[src/rtl/i3c_rx_word_pack_if.sv]
// Byte-in / word-out handshake bundle for the I3C receive word packer.
interface i3c_rx_word_pack_if;
    logic        fb_ready;
    logic [7:0]  fb_data;
    logic        fb_ack;
    logic        fb_flush;
    logic        msg_end;
    logic        flush_req;
    logic        rd_valid;
    logic [31:0] rd_word;
    logic [2:0]  rd_bcnt;
    logic        rd_last;
    logic        rd_pop;
    logic [1:0]  word_cnt;
    logic        uflow;
    logic        clear_uflow;

    modport slave (
        input  fb_ready, fb_data, msg_end, flush_req, rd_pop, clear_uflow,
        output fb_ack, fb_flush, rd_valid, rd_word, rd_bcnt, rd_last, word_cnt, uflow
    );

    modport master (
        output fb_ready, fb_data, msg_end, flush_req, rd_pop, clear_uflow,
        input  fb_ack, fb_flush, rd_valid, rd_word, rd_bcnt, rd_last, word_cnt, uflow
    );
endinterface

[src/rtl/i3c_rx_word_pack.sv]
// Packs from-bus bytes little-endian into 32-bit words queued in a 2-entry FIFO.
// Word visible one edge after its closing event; fb_ack drops while a full word waits on a full FIFO or during flush.
module i3c_rx_word_pack #(
    parameter int TO_CNT_W = 8,
    parameter int TO_LIMIT = 200
) (
    input  logic                 CLK,
    input  logic                 RSTn,
    i3c_rx_word_pack_if.slave    bus
);
    localparam bit                  LP_TO_EN  = (TO_LIMIT != 0);
    localparam logic [TO_CNT_W-1:0] LP_TO_HIT = TO_CNT_W'((TO_LIMIT > 0) ? TO_LIMIT - 1 : 0);

    logic [31:0]         r_acc;
    logic [2:0]          r_bcnt;
    logic                r_close_pend;
    logic                r_close_last;
    logic [TO_CNT_W-1:0] r_to_cnt;
    logic                r_fb_flush;
    logic [1:0]          r_wptr;
    logic [1:0]          r_rptr;
    logic [31:0]         r_mem_word [2];
    logic [2:0]          r_mem_bcnt [2];
    logic                r_mem_last [2];
    logic                r_uflow;

    logic [1:0] w_word_cnt;
    logic       w_full;
    logic       w_rd_valid;
    logic       w_blk;
    logic       w_commit;
    logic       w_accept;
    logic [1:0] w_lane;
    logic       w_held;
    logic       w_me_set;
    logic       w_to_hit;
    logic       w_pop;

    assign w_word_cnt = r_wptr - r_rptr;
    assign w_full     = (w_word_cnt == 2'd2);
    assign w_rd_valid = (r_wptr != r_rptr);
    assign w_blk      = bus.flush_req | r_fb_flush;
    // Commit sees this cycle's occupancy only, so a same-cycle pop cannot unblock it.
    assign w_commit   = ((r_bcnt == 3'd4) | r_close_pend) & ~w_full;
    assign w_accept   = bus.fb_ready & ~w_blk & (((r_bcnt < 3'd4) & ~r_close_pend) | w_commit);
    assign w_lane     = w_commit ? 2'd0 : r_bcnt[1:0];
    assign w_held     = (r_bcnt != 3'd0);
    assign w_me_set   = bus.msg_end & ((w_held & ~w_commit) | w_accept);
    assign w_to_hit   = LP_TO_EN & (r_to_cnt == LP_TO_HIT) & w_held & (r_bcnt != 3'd4)
                        & ~r_close_pend & ~w_accept;
    assign w_pop      = bus.rd_pop & w_rd_valid;

    always_ff @(posedge CLK or negedge RSTn) begin
        if (!RSTn) begin
            r_acc        <= '0;
            r_bcnt       <= '0;
            r_close_pend <= 1'b0;
            r_close_last <= 1'b0;
            r_to_cnt     <= '0;
        end else if (bus.flush_req) begin
            r_acc        <= '0;
            r_bcnt       <= '0;
            r_close_pend <= 1'b0;
            r_close_last <= 1'b0;
            r_to_cnt     <= '0;
        end else begin
            if (w_commit) begin
                r_acc  <= w_accept ? {24'h0, bus.fb_data} : 32'h0;
                r_bcnt <= w_accept ? 3'd1 : 3'd0;
            end else if (w_accept) begin
                r_acc[{w_lane, 3'b000} +: 8] <= bus.fb_data;
                r_bcnt                       <= r_bcnt + 3'd1;
            end

            // msg_end outranks timeout so the word is tagged as a message end.
            if (w_me_set) begin
                r_close_pend <= 1'b1;
                r_close_last <= 1'b1;
            end else if (w_to_hit) begin
                r_close_pend <= 1'b1;
                r_close_last <= 1'b0;
            end else if (w_commit) begin
                r_close_pend <= 1'b0;
            end

            if (w_accept | w_commit | ~w_held) begin
                r_to_cnt <= '0;
            end else if (~r_close_pend & (r_bcnt != 3'd4)) begin
                r_to_cnt <= r_to_cnt + TO_CNT_W'(1);
            end
        end
    end

    always_ff @(posedge CLK or negedge RSTn) begin
        if (!RSTn) begin
            r_wptr <= '0;
            r_rptr <= '0;
            for (int i = 0; i < 2; i++) begin
                r_mem_word[i] <= '0;
                r_mem_bcnt[i] <= '0;
                r_mem_last[i] <= 1'b0;
            end
        end else if (bus.flush_req) begin
            r_wptr <= '0;
            r_rptr <= '0;
        end else begin
            if (w_commit) begin
                r_mem_word[r_wptr[0]] <= r_acc;
                r_mem_bcnt[r_wptr[0]] <= r_bcnt;
                r_mem_last[r_wptr[0]] <= r_close_last & r_close_pend;
                r_wptr                <= r_wptr + 2'd1;
            end
            if (w_pop) begin
                r_rptr <= r_rptr + 2'd1;
            end
        end
    end

    always_ff @(posedge CLK or negedge RSTn) begin
        if (!RSTn) begin
            r_fb_flush <= 1'b0;
            r_uflow    <= 1'b0;
        end else begin
            r_fb_flush <= bus.flush_req;
            if (bus.clear_uflow) begin
                r_uflow <= 1'b0;
            end else if (bus.rd_pop & ~w_rd_valid) begin
                r_uflow <= 1'b1;
            end
        end
    end

    assign bus.fb_ack   = w_accept;
    assign bus.fb_flush = r_fb_flush;
    assign bus.rd_valid = w_rd_valid;
    assign bus.rd_word  = r_mem_word[r_rptr[0]];
    assign bus.rd_bcnt  = r_mem_bcnt[r_rptr[0]];
    assign bus.rd_last  = r_mem_last[r_rptr[0]];
    assign bus.word_cnt = w_word_cnt;
    assign bus.uflow    = r_uflow;
endmodule
[src/flat_wrapper.sv]
// flat-port wrapper written by rule: the top's interface ports become plain ports
module i3c_rx_word_pack_flat 
#(
    parameter int TO_CNT_W = 8,
    parameter int TO_LIMIT = 200
)
  (CLK, RSTn, bus_fb_ready, bus_fb_data, bus_msg_end, bus_flush_req, bus_rd_pop, bus_clear_uflow, bus_fb_ack, bus_fb_flush, bus_rd_valid, bus_rd_word, bus_rd_bcnt, bus_rd_last, bus_word_cnt, bus_uflow);
  i3c_rx_word_pack_if bus_i ();
  input  logic CLK;
  input  logic RSTn;
  input wire logic [$bits(bus_i.fb_ready)-1:0] bus_fb_ready;
  input wire logic [$bits(bus_i.fb_data)-1:0] bus_fb_data;
  input wire logic [$bits(bus_i.msg_end)-1:0] bus_msg_end;
  input wire logic [$bits(bus_i.flush_req)-1:0] bus_flush_req;
  input wire logic [$bits(bus_i.rd_pop)-1:0] bus_rd_pop;
  input wire logic [$bits(bus_i.clear_uflow)-1:0] bus_clear_uflow;
  output wire logic [$bits(bus_i.fb_ack)-1:0] bus_fb_ack;
  output wire logic [$bits(bus_i.fb_flush)-1:0] bus_fb_flush;
  output wire logic [$bits(bus_i.rd_valid)-1:0] bus_rd_valid;
  output wire logic [$bits(bus_i.rd_word)-1:0] bus_rd_word;
  output wire logic [$bits(bus_i.rd_bcnt)-1:0] bus_rd_bcnt;
  output wire logic [$bits(bus_i.rd_last)-1:0] bus_rd_last;
  output wire logic [$bits(bus_i.word_cnt)-1:0] bus_word_cnt;
  output wire logic [$bits(bus_i.uflow)-1:0] bus_uflow;
  assign bus_i.fb_ready = bus_fb_ready;
  assign bus_i.fb_data = bus_fb_data;
  assign bus_i.msg_end = bus_msg_end;
  assign bus_i.flush_req = bus_flush_req;
  assign bus_i.rd_pop = bus_rd_pop;
  assign bus_i.clear_uflow = bus_clear_uflow;
  assign bus_fb_ack = bus_i.fb_ack;
  assign bus_fb_flush = bus_i.fb_flush;
  assign bus_rd_valid = bus_i.rd_valid;
  assign bus_rd_word = bus_i.rd_word;
  assign bus_rd_bcnt = bus_i.rd_bcnt;
  assign bus_rd_last = bus_i.rd_last;
  assign bus_word_cnt = bus_i.word_cnt;
  assign bus_uflow = bus_i.uflow;
  i3c_rx_word_pack #(.TO_CNT_W(TO_CNT_W), .TO_LIMIT(TO_LIMIT)) u_core (.CLK(CLK), .RSTn(RSTn), .bus(bus_i));
endmodule
[config.mk]
export PLATFORM = sky130hd
export DESIGN_NAME = i3c_rx_word_pack_flat
export DESIGN_NICKNAME = d
export VERILOG_FILES = /design/src/rtl/i3c_rx_word_pack_if.sv /design/src/rtl/i3c_rx_word_pack.sv /design/src/flat_wrapper.sv
export SDC_FILE = /design/constraint.sdc
export NUM_CORES = 1
export LEC_CHECK = 0
export ABC_CLOCK_PERIOD_IN_PS = 3750
export BUFFER_PORTS_ARGS = -buffer_cell sky130_fd_sc_hd__buf_4
export CAP_MARGIN = 0
export CELL_PAD_IN_SITES_DETAIL_PLACEMENT = 0
export CELL_PAD_IN_SITES_GLOBAL_PLACEMENT = 2
export CORE_ASPECT_RATIO = 1.75
export CORE_MARGIN = 2
export CORE_UTILIZATION = 30
export DETAILED_ROUTE_END_ITERATION = 7
export PLACE_DENSITY = 0.58
export SETUP_SLACK_MARGIN = 0.05
export SLEW_MARGIN = 25
export SYNTH_ARGS = -nofsm -noshare
export SYNTH_HDL_FRONTEND = slang
export SYNTH_SLANG_ARGS = --single-unit
[constraint.sdc]
create_clock -name CLK -period 3.75 [get_ports CLK]
set_input_delay 0.5625 -clock CLK [delete_from_list [all_inputs] [get_ports CLK]]
set_output_delay 0.5625 -clock CLK [all_outputs]
set_load 0.03 [all_outputs]
# Yosys cells after proc, flatten, opt, wreduce, memory -nomap -nowiden
# Cells that the tools add are included.
classes:
  addsub: 6
  n_lt_le_gt_ge: 4
  n_eq_ne: 5
  shift: 2
  n_mux: 44
  bitwise_logic: 30
  n_reduce_logical: 10
ops:
  columns: ["op", "n"]
  rows:
  - ["$mux 32", 7]
  - ["$bwmux 64", 1]
  - ["$bwmux 32", 1]
  - ["$demux 32 s1", 1]
  - ["$mux 8", 4]
  - ["$shift 8x7->32 const A", 1]
  - ["$shiftx 8x7->32", 1]
  - ["$mux 3", 7]
  - ["$and 1x1->1", 14]
  - ["$mux 1", 14]
  - ["$reduce_bool 3->1", 4]
  - ["$mux 2", 5]
  - ["$add 8x1->8 const B", 1]
  - ["$eq 8x8->1 const B", 1]
  - ["$not 1->1", 8]
  - ["$neg 5->7", 1]
  - ["$bwmux 6", 1]
  - ["$or 1x1->1", 6]
  - ["$reduce_bool 2->1", 3]
  - ["$add 2x1->2 const B", 2]
  - ["$ge 2x2->1 const B", 2]
  - ["$not 1->2", 2]
  - ["$reduce_bool 4->1", 1]
  - ["$add 3x1->3 const B", 1]
  - ["12 further kinds", 12]
word_totals:
  ff_bits: 123
  output_inout_bits: 42

# Longest topological paths before layout
# Gate-level depths: netlist of run 1.
logic_depth:
  depth_word: 11
  mapped_depth: 14

# Worst setup path before layout of run 1
# Ideal clock, no wire load.
synth_path:
  kind: "register to register"
  start: "register u_core.r_bcnt[0]"
  end: "register u_core.r_acc[22]"
  setup_ns: 0.136
  arrival_ns: 2.724
  t_required_ns: 3.614
  path_slack_ns: 0.889
  path_stages_with_launch: 14
  n_path_buf: 3
  period_less_slack_ns: 2.861
  cell_sequence: "dfrtp_1 clkbuf_1 inv_1 ha_1 clkbuf_1 a21oi_1 a21oi_1 nor2_1 ha_1 inv_1 a2111oi_4 buf_2 nand2b_1 a21oi_1"
synth_between:
  elab_chain_cells: 10
synth_rtl:
  columns: ["item", "line", "rtl"]
  rows:
  - ["from (decl)", "i3c_rx_word_pack.sv:15", "logic [2:0] r_bcnt;"]
  - ["from (signal assigned)", "i3c_rx_word_pack.sv:69", "r_bcnt <= w_accept ? 3'd1 : 3'd0;"]
  - ["from (signal assigned)", "i3c_rx_word_pack.sv:72", "r_bcnt <= r_bcnt + 3'd1;"]
  - ["$eq 3x3->1", "i3c_rx_word_pack.sv:44", "assign w_commit = ((r_bcnt == 3'd4) | r_close_pend) & ~w_full;"]
  - ["$or 1x1->1", "i3c_rx_word_pack.sv:44", null]
  - ["$and 1x1->1", "i3c_rx_word_pack.sv:44", null]
  - ["$mux 2", "i3c_rx_word_pack.sv:46", "assign w_lane = w_commit ? 2'd0 : r_bcnt[1:0];"]
  - ["$neg 5->7", "i3c_rx_word_pack.sv:71", "r_acc[{w_lane, 3'b000} +: 8] <= bus.fb_data;"]
  - ["$shiftx 8x7->32 / $shift 8x7->32 (equally long branches)", "i3c_rx_word_pack.sv:71", null]
  - ["$bwmux 32", "i3c_rx_word_pack.sv:71", null]
  - ["$mux 32", "i3c_rx_word_pack.sv:70", "end else if (w_accept) begin"]
  - ["$mux 32", "i3c_rx_word_pack.sv:67", "if (w_commit) begin"]
  - ["$mux 32", "i3c_rx_word_pack.sv:60", "end else if (bus.flush_req) begin"]
  - ["to (signal assigned)", "i3c_rx_word_pack.sv:68", "r_acc <= w_accept ? {24'h0, bus.fb_data} : 32'h0;"]
  - ["to (signal, indexed assignment)", "i3c_rx_word_pack.sv:71", null]
  - ["to (decl)", "i3c_rx_word_pack.sv:14", "logic [31:0] r_acc;"]
# Parallel ways exist; a longest one is shown, timed or not. The select of a mux whose other input is x is not followed.
# A chain may end at the register's enable or synchronous reset.

# Worst setup path after layout of run 1
layout_path:
  start: "register u_core.r_bcnt[0]"
  end: "register u_core.r_acc[2]"
# Same word-level chain as after synthesis.

==> flow_metrics.tcl, run 1 <==
set metrics [dict create \
    end_kind "register" \
    tritoncts "yes" \
    rows 66 \
    syn_area_per_cell_um2 12.9 \
    final_layout_size_suffix_gt1_share_pct 38.3 \
    area_growth_pct 22.3 \
    max_stage_delay_ns 0.53 \
    root_buffer "clkbuf_16" \
    antenna_found_initial 0 \
    ir_worst_vdd_v 0.000303 \
    dpl.hpwl_um 9780 \
    crit_fanout 10 \
    nets 528 \
    synth_xor_area_share_pct 1.18 \
    required_ns 4.09 \
    routed_via_density 5.02 \
    grt_pass1_vias 4110 \
    fin_crit_sh_pct 83.2 \
    clock_skew_ns 0.00974 \
    cellPowerDensity_mw_per_mm2 557 \
    grt_pass1_wl_um 23400 \
    clk_pin_slew_ns 0.06 \
    status "complete, no violations" \
    die_x_um 108 \
    n_antenna_cell 0 \
    path_cells "inv_1, ha_1, a21o_1, o21ai_0, buf_4, nand2_1, ha_1, nor4b_1, o21ai_0, a21oi_1, a22o_1" \
    numPortBuffers 56 \
    die_h_um 186 \
    grt_usage_pct 15.3 \
    grt_remaining_overflow 0 \
    clk_latency_ns 0.41 \
    synth_top_area_cell "dfrtp_1" \
    slew_headroom_pct 39.5 \
    synth-main-ff-cell "dfrtp_1" \
    first_pass_iters 4 \
    synth_area_leaders "dfrtp_1 (54%), mux2_2 (17%), a22o_1 (3.8%), mux2_1 (3.4%), a21oi_1 (1.8%)" \
    final-setup-viol-count 0 \
    ctsHtreeMaxLevel 4 \
    synth_edf_count 0 \
    cts_post_setup_buffers_inserted 0 \
    num_vias 3802 \
    cts.sinks 123 \
    fin_tns_setup_ns 0 \
    hold_viol_final 0 \
    timing.rr.end "u_core.r_acc[2]" \
    slew_viol_final 0 \
    r2r-start "u_core.r_bcnt[0]" \
    min_period_ns 3.12 \
    rsz0062_at_grt "no" \
    ys_warn_count 0 \
    drt-initial-drc-count 190 \
    final.setup.worst_slack_ns 0.630 \
    clockBufferDepth 2 \
    ant_nets 0 \
    ctsHoldBuffers 0 \
    startpoint "u_core.r_bcnt[0]" \
    synth_top_area_share_pct 53.9 \
    num_io_pins 57 \
    max_freq_ghz 0.321 \
    ys_seq_area_share_pct 53.9 \
    synth_cell_types 54 \
    synth_compound_area_share_pct 11.8 \
    timing.setup.critical_path_class "register to register" \
    synthAdderAreaFrac_pct 1.53 \
    synthSimpleGateAreaFrac_pct 6.80 \
    hp-class "input pin to async pin" \
    p_leak_uw 0.00333 \
    rr_worst_depth 11 \
    cap_viol_max_count 0 \
    slowest_stage "dfrtp_1" \
    max_slew.worst_pin.slew_ns 0.907 \
    ctsResizeCount 0 \
    synth_top_family_by_area "multiplexers" \
    async_flop_share_pct 100 \
    cts_buffers 17 \
    ys_ff_latch 123 \
    crit_path_start_kind "register" \
    syn_inst 443 \
    cp.arrival_ns 3.46 \
    grt_max_degree 69 \
    routed_wl_um 14600 \
    muxShareOfSynthArea_pct 21.1 \
    dieArea_mm2 0.0202 \
    dp_slack_ns 0.700 \
    crit_end "u_core.r_acc[2]" \
    core_area_mm2 0.0187 \
    gp_congestion 0.783 \
    netlist_area_mm2 0.00571 \
    initial_utilization_pct 30.6 \
    rrSetupSlack_ns 0.63 \
    route.detailed.drc 0 \
    synth_fp_nets 465 \
    wl_per_cell_um 19.3 \
]
## cell usage after synthesis (2+ instances only)
master	n
a22o_1	25
nor2b_1	4
o221ai_1	2
mux2_2	88
mux2_1	17
xnor2_1	5
dfrtp_1	123
a211o_1	2
mux2i_1	2
a2111oi_4	2
ha_1	7
a31oi_2	2
and3_1	5
o21ai_0	7
nor3b_1	2
clkbuf_1	13
a21oi_1	21
a211oi_1	4
buf_6	6
nand4_1	3
buf_2	3
inv_1	16
nor2_1	14
nor3_1	3
buf_4	2
a21oi_2	2
a31oi_1	2
nand3_1	14
nand2_1	12
nand2b_1	8
and2_1	2
o22ai_1	3
## power by group
| part | internal [uW] | switching, uW | total, uW |
|---|---|---|---|
| Combinational | 286 | 500 | 787 |
| Clock | 994 | 641 | 1630 |
| Sequential | 1410 | 59.6 | 1470 |
| Total | 2690 | 1200 | 3890 |
## worst min path at each step
stage / start / endpoint / slack, ns / cells after the start
floorplan: RSTn / u_core.bus.fb_flush / 0.27 / 0
global placement: u_core.r_mem_word[12] / u_core.r_mem_word[12] / 0.46 / 1
detailed placement: u_core.r_mem_word[14] / u_core.r_mem_word[14] / 0.47 / 1
CTS: bus_clear_uflow / u_core.bus.uflow / 0.28 / 2
global route: bus_clear_uflow / u_core.bus.uflow / 0.28 / 2
finish: RSTn / u_core.bus.uflow / 0.26 / 1
## cell families (layout without fill, tap and decap cells)
family                   Yosys count  count (layout)
XOR/XNOR                           6               6
buffers and inverters             41             117
multiplexers                     107             107
flip-flops                       123             123
adder cells (fa/ha/maj)            7               7
AND/OR/NAND/NOR                   73              73
AO/OA/AOI/OAI                     86              86
## metal layers
metal	GRT usage [%]	up-vias	share of wire, %
met1	18.1	1987	40
met4	4.59	0	0.80
met2	27.6	61	56
li1	-	1747	-
met5	0	-	0
met3	3.11	7	3.2
## area by class of cell
| class | instances | area, um2 |
|---|---|---|
| Fill cell | 1864 | 11700 |
| Sequential cell | 123 | 3080 |
| Multi-Input combinational cell | 279 | 2420 |
| Timing Repair Buffer | 68 | 523 |
| Clock buffer | 18 | 429 |
| Tap cell | 238 | 298 |
| Clock inverter | 14 | 160 |
| Inverter | 17 | 63.8 |
## critical path, delay by kind of cell, from the launching register on
family / cells / cell delay (ns)
compound gates: 5 / 1.20
buf+inv: 2 / 0.31
simple gates: 2 / 0.31
fa+ha+maj: 2 / 0.70
flops: 1 / 0.53
## placed cells by master, fill, tap and decap left out, types with 3 or more instances in the layout
| cell type | count |
|---|---|
| a211oi_1 | 4 |
| a21oi_1 | 21 |
| a22o_1 | 25 |
| and3_1 | 5 |
| buf_4 | 67 |
| clkbuf_16 | 17 |
| clkinvlp_4 | 3 |
| dfrtp_1 | 123 |
| ha_1 | 7 |
| inv_1 | 16 |
| inv_6 | 5 |
| mux2_1 | 17 |
| mux2_2 | 88 |
| nand2_1 | 12 |
| nand2b_1 | 8 |
| nand3_1 | 14 |
| nand4_1 | 3 |
| nor2_1 | 14 |
| nor2b_1 | 4 |
| nor3_1 | 3 |
| o21ai_0 | 7 |
| o22ai_1 | 3 |
| xnor2_1 | 5 |
## sequential cells by signal (all words and copies together) (netlist names)
register,count
u_core.r_rptr,2
u_core.bus.uflow,1
u_core.r_mem_bcnt,6
u_core.r_mem_last,2
u_core.r_close_last,1
u_core.r_bcnt,3
u_core.bus.fb_flush,1
u_core.r_close_pend,1
u_core.r_acc,32
u_core.r_wptr,2
u_core.r_mem_word,64
u_core.r_to_cnt,8
## stage by stage
stage	utilization, %	hold slack, ns	total power (uW)	cell area (um2)	std cells
2_1_floorplan	-	0.267	2010	5710	443
3_3_place_gp	34.2	0.461	2290	6390	725
3_5_place_dp	34.2	0.471	2290	6390	725
4_1_cts	37.4	0.278	3950	6980	757
5_1_grt	37.4	0.278	4080	6980	757
6_report	37.4	0.257	3890	6980	757
(Power assumes the default switching activity.)
==> run 2, diff against run 1 <==
--- a/config.mk
+++ b/config.mk
@@ -5,7 +5,7 @@
 export SDC_FILE = /design/constraint.sdc
 export NUM_CORES = 1
 export LEC_CHECK = 0
-export ABC_CLOCK_PERIOD_IN_PS = 3750
+export ABC_CLOCK_PERIOD_IN_PS = 2760
 export BUFFER_PORTS_ARGS = -buffer_cell sky130_fd_sc_hd__buf_4
 export CAP_MARGIN = 0
 export CELL_PAD_IN_SITES_DETAIL_PLACEMENT = 0
@@ -14,7 +14,7 @@
 export CORE_MARGIN = 2
 export CORE_UTILIZATION = 30
 export DETAILED_ROUTE_END_ITERATION = 7
-export PLACE_DENSITY = 0.58
+export PLACE_DENSITY = 0.61
 export SETUP_SLACK_MARGIN = 0.05
 export SLEW_MARGIN = 25
 export SYNTH_ARGS = -nofsm -noshare
==> constraint.sdc (replaced) <==
create_clock -name CLK -period 2.76 [get_ports CLK]
set_input_delay 0.414 -clock CLK [delete_from_list [all_inputs] [get_ports CLK]]
set_output_delay 0.414 -clock CLK [all_outputs]
set_load 0.03 [all_outputs]
==> run 2 against run 1 <==
Net effect:
- total power up 37%
- combinational power up 47%
- critical path depth down 5
- critical path type is now register to output pin
- worst hold slack lost 0.26 ns
- core utilization increased by 0.74 points
- cell count is 1.8% higher
- the run now ends with hold timing left
- largest power group unchanged
==> flow_metrics.tcl, run 2 (synthesized netlist as in run 1, its figures left out) <==
set metrics [dict create \
    largest_reg_flops 64 \
    design_area_mm2 0.00711 \
    die_x_um 108 \
    antenna_found_initial 0 \
    gp_congestion 0.822 \
    violations "hold timing" \
    placedInstanceArea_mm2 0.00652 \
    grt_remaining_overflow 0 \
    fin_crit_sh_pct 93.1 \
    p_leak_uw 0.00342 \
    top_regs "u_core.r_mem_word: 64 flops, u_core.r_acc: 32 flops, u_core.r_to_cnt: 8 flops" \
    grt_pass1_vias 4162 \
    cts_buffers 17 \
    grt_pass1_wl_um 22900 \
    layout_common_cells "dfrtp_1 (123), mux2_2 (88), buf_4 (79)" \
    place_inst 738 \
    cp.arrival_ns 2.16 \
    slew_viol_final 0 \
    area_growth_pct 24.7 \
    end_kind "output pin" \
    min_period_ns 2.57 \
    cts.sinks 123 \
    root_buffer "clkbuf_16" \
    grt_usage_pct 15.2 \
    numPortBuffers 56 \
    cap_viol_max_count 0 \
    slew_headroom_pct 58.6 \
    routed_via_density 4.96 \
    ir_worst_vdd_v 0.000362 \
    tritoncts "yes" \
    first_pass_iters 4 \
    core_area_mm2 0.0187 \
    initial_utilization_pct 30.6 \
    cellPowerDensity_mw_per_mm2 751 \
    drt-initial-drc-count 149 \
    top_register "u_core.r_mem_word" \
    final-setup-viol-count 0 \
    finalNonFillerCells 771 \
    final_common_cell "dfrtp_1" \
    rows 66 \
    final_layout_size_suffix_gt1_share_pct 40.7 \
    clk_pin_slew_ns 0.06 \
    required_ns 2.35 \
    crit_path_start_kind "register" \
    ant_nets 0 \
    hold_viol_final 2 \
    clock_skew_ns 0.0106 \
    hold_ws_ns -0.00232 \
    wl_per_cell_um 18.7 \
    hp-class "input pin to async pin" \
    timing.setup.critical_path_class "register to output pin" \
    clk_latency_ns 0.41 \
    rsz0062_at_grt "no" \
    die_h_um 186 \
    num_io_pins 57 \
    grt_max_degree 47 \
    n_antenna_cell 0 \
    nets 542 \
    route.detailed.drc 0 \
    max_freq_ghz 0.389 \
    dieArea_mm2 0.0202 \
    crit_fanout 4 \
    fillers 1869 \
    dpl.hpwl_um 9980 \
    max_slew.worst_pin.slew_ns 0.621 \
    fin_tns_setup_ns 0 \
    rrSetupSlack_ns 0.26 \
    num_vias 3826 \
    clockBufferDepth 2 \
    status "finished with violations" \
    ctsHtreeMaxLevel 4 \
    ctsHoldBuffers 0 \
    routed_wl_um 14400 \
]
[run 2: cell types whose count changed in the layout (fill, tap and decap cells not counted), sizes merged]
cell	delta
clkinv	+1
clkinvlp	-2
inv	+2
buf	+14
bufinv	-1
[run 2: worst paths after layout]
path | endpoint | depth (start not counted) | start
setup / recovery | bus_fb_ack | 6 | u_core.r_wptr[0]
hold / removal | u_core.r_to_cnt[6] | 1 | RSTn
setup reg to reg | u_core.r_acc[6] | 12 | u_core.r_wptr[0]
hold reg to reg | u_core.r_mem_word[7] | 1 | u_core.r_mem_word[7]
max in group asynchronous | u_core.r_mem_word[29] | 2 | RSTn
min in group CLK | u_core.bus.uflow | 2 | bus_clear_uflow
[run 2: where the power goes]
group | switching [uW] | internal [uW]
Combinational | 710 | 446
Sequential | 72.0 | 1910
Clock | 903 | 1300
[run 2: timing repair]
item	4_1_cts	5_1_grt
resized for setup	0	3
setup endpoints to repair	7	15
buffers inserted	1	0
gates cloned	0	0
pin swaps	1	0
[run 2: cell type report]
class / instances / area (um2) / area share, %
clock inverters: 14 / 146 / 2.06
inverters: 17 / 63.8 / 0.897
flip-flops and latches: 123 / 3080 / 43.3
clock buffers: 18 / 439 / 6.17
well taps: 238 / 298 / 4.19
multi-input cells: 279 / 2440 / 34.2
repair buffers: 82 / 653 / 9.18
[run 2: critical path: stages (launching register included)]
cell and delay, ns:
dfrtp_1 0.39, inv_1 0.14, ha_1 0.30, buf_4 0.17, o21a_1 0.15, a211oi_2 0.37, buf_4 0.23
[run 2: metal layers]
metal	routed length (um)	vias to the layer above	global-route usage, %
li1	-	1777	-
met1	5690	1969	17.0
met2	8080	68	28.0
met3	479	12	3.07
met4	187	0	4.93
met5	0	-	0
[run 2: metrics by stage]
| stage | power (uW) | worst slack (ns) | util, % |
|---|---|---|---|
| floorplan | 2730 | 0.0597 | - |
| global placement | 3170 | 0.157 | 34.9 |
| detailed placement | 3180 | 0.0370 | 34.9 |
| CTS | 5420 | 0.0639 | 38.1 |
| global route | 5590 | 0.104 | 38.1 |
| finish | 5340 | 0.191 | 38.1 |
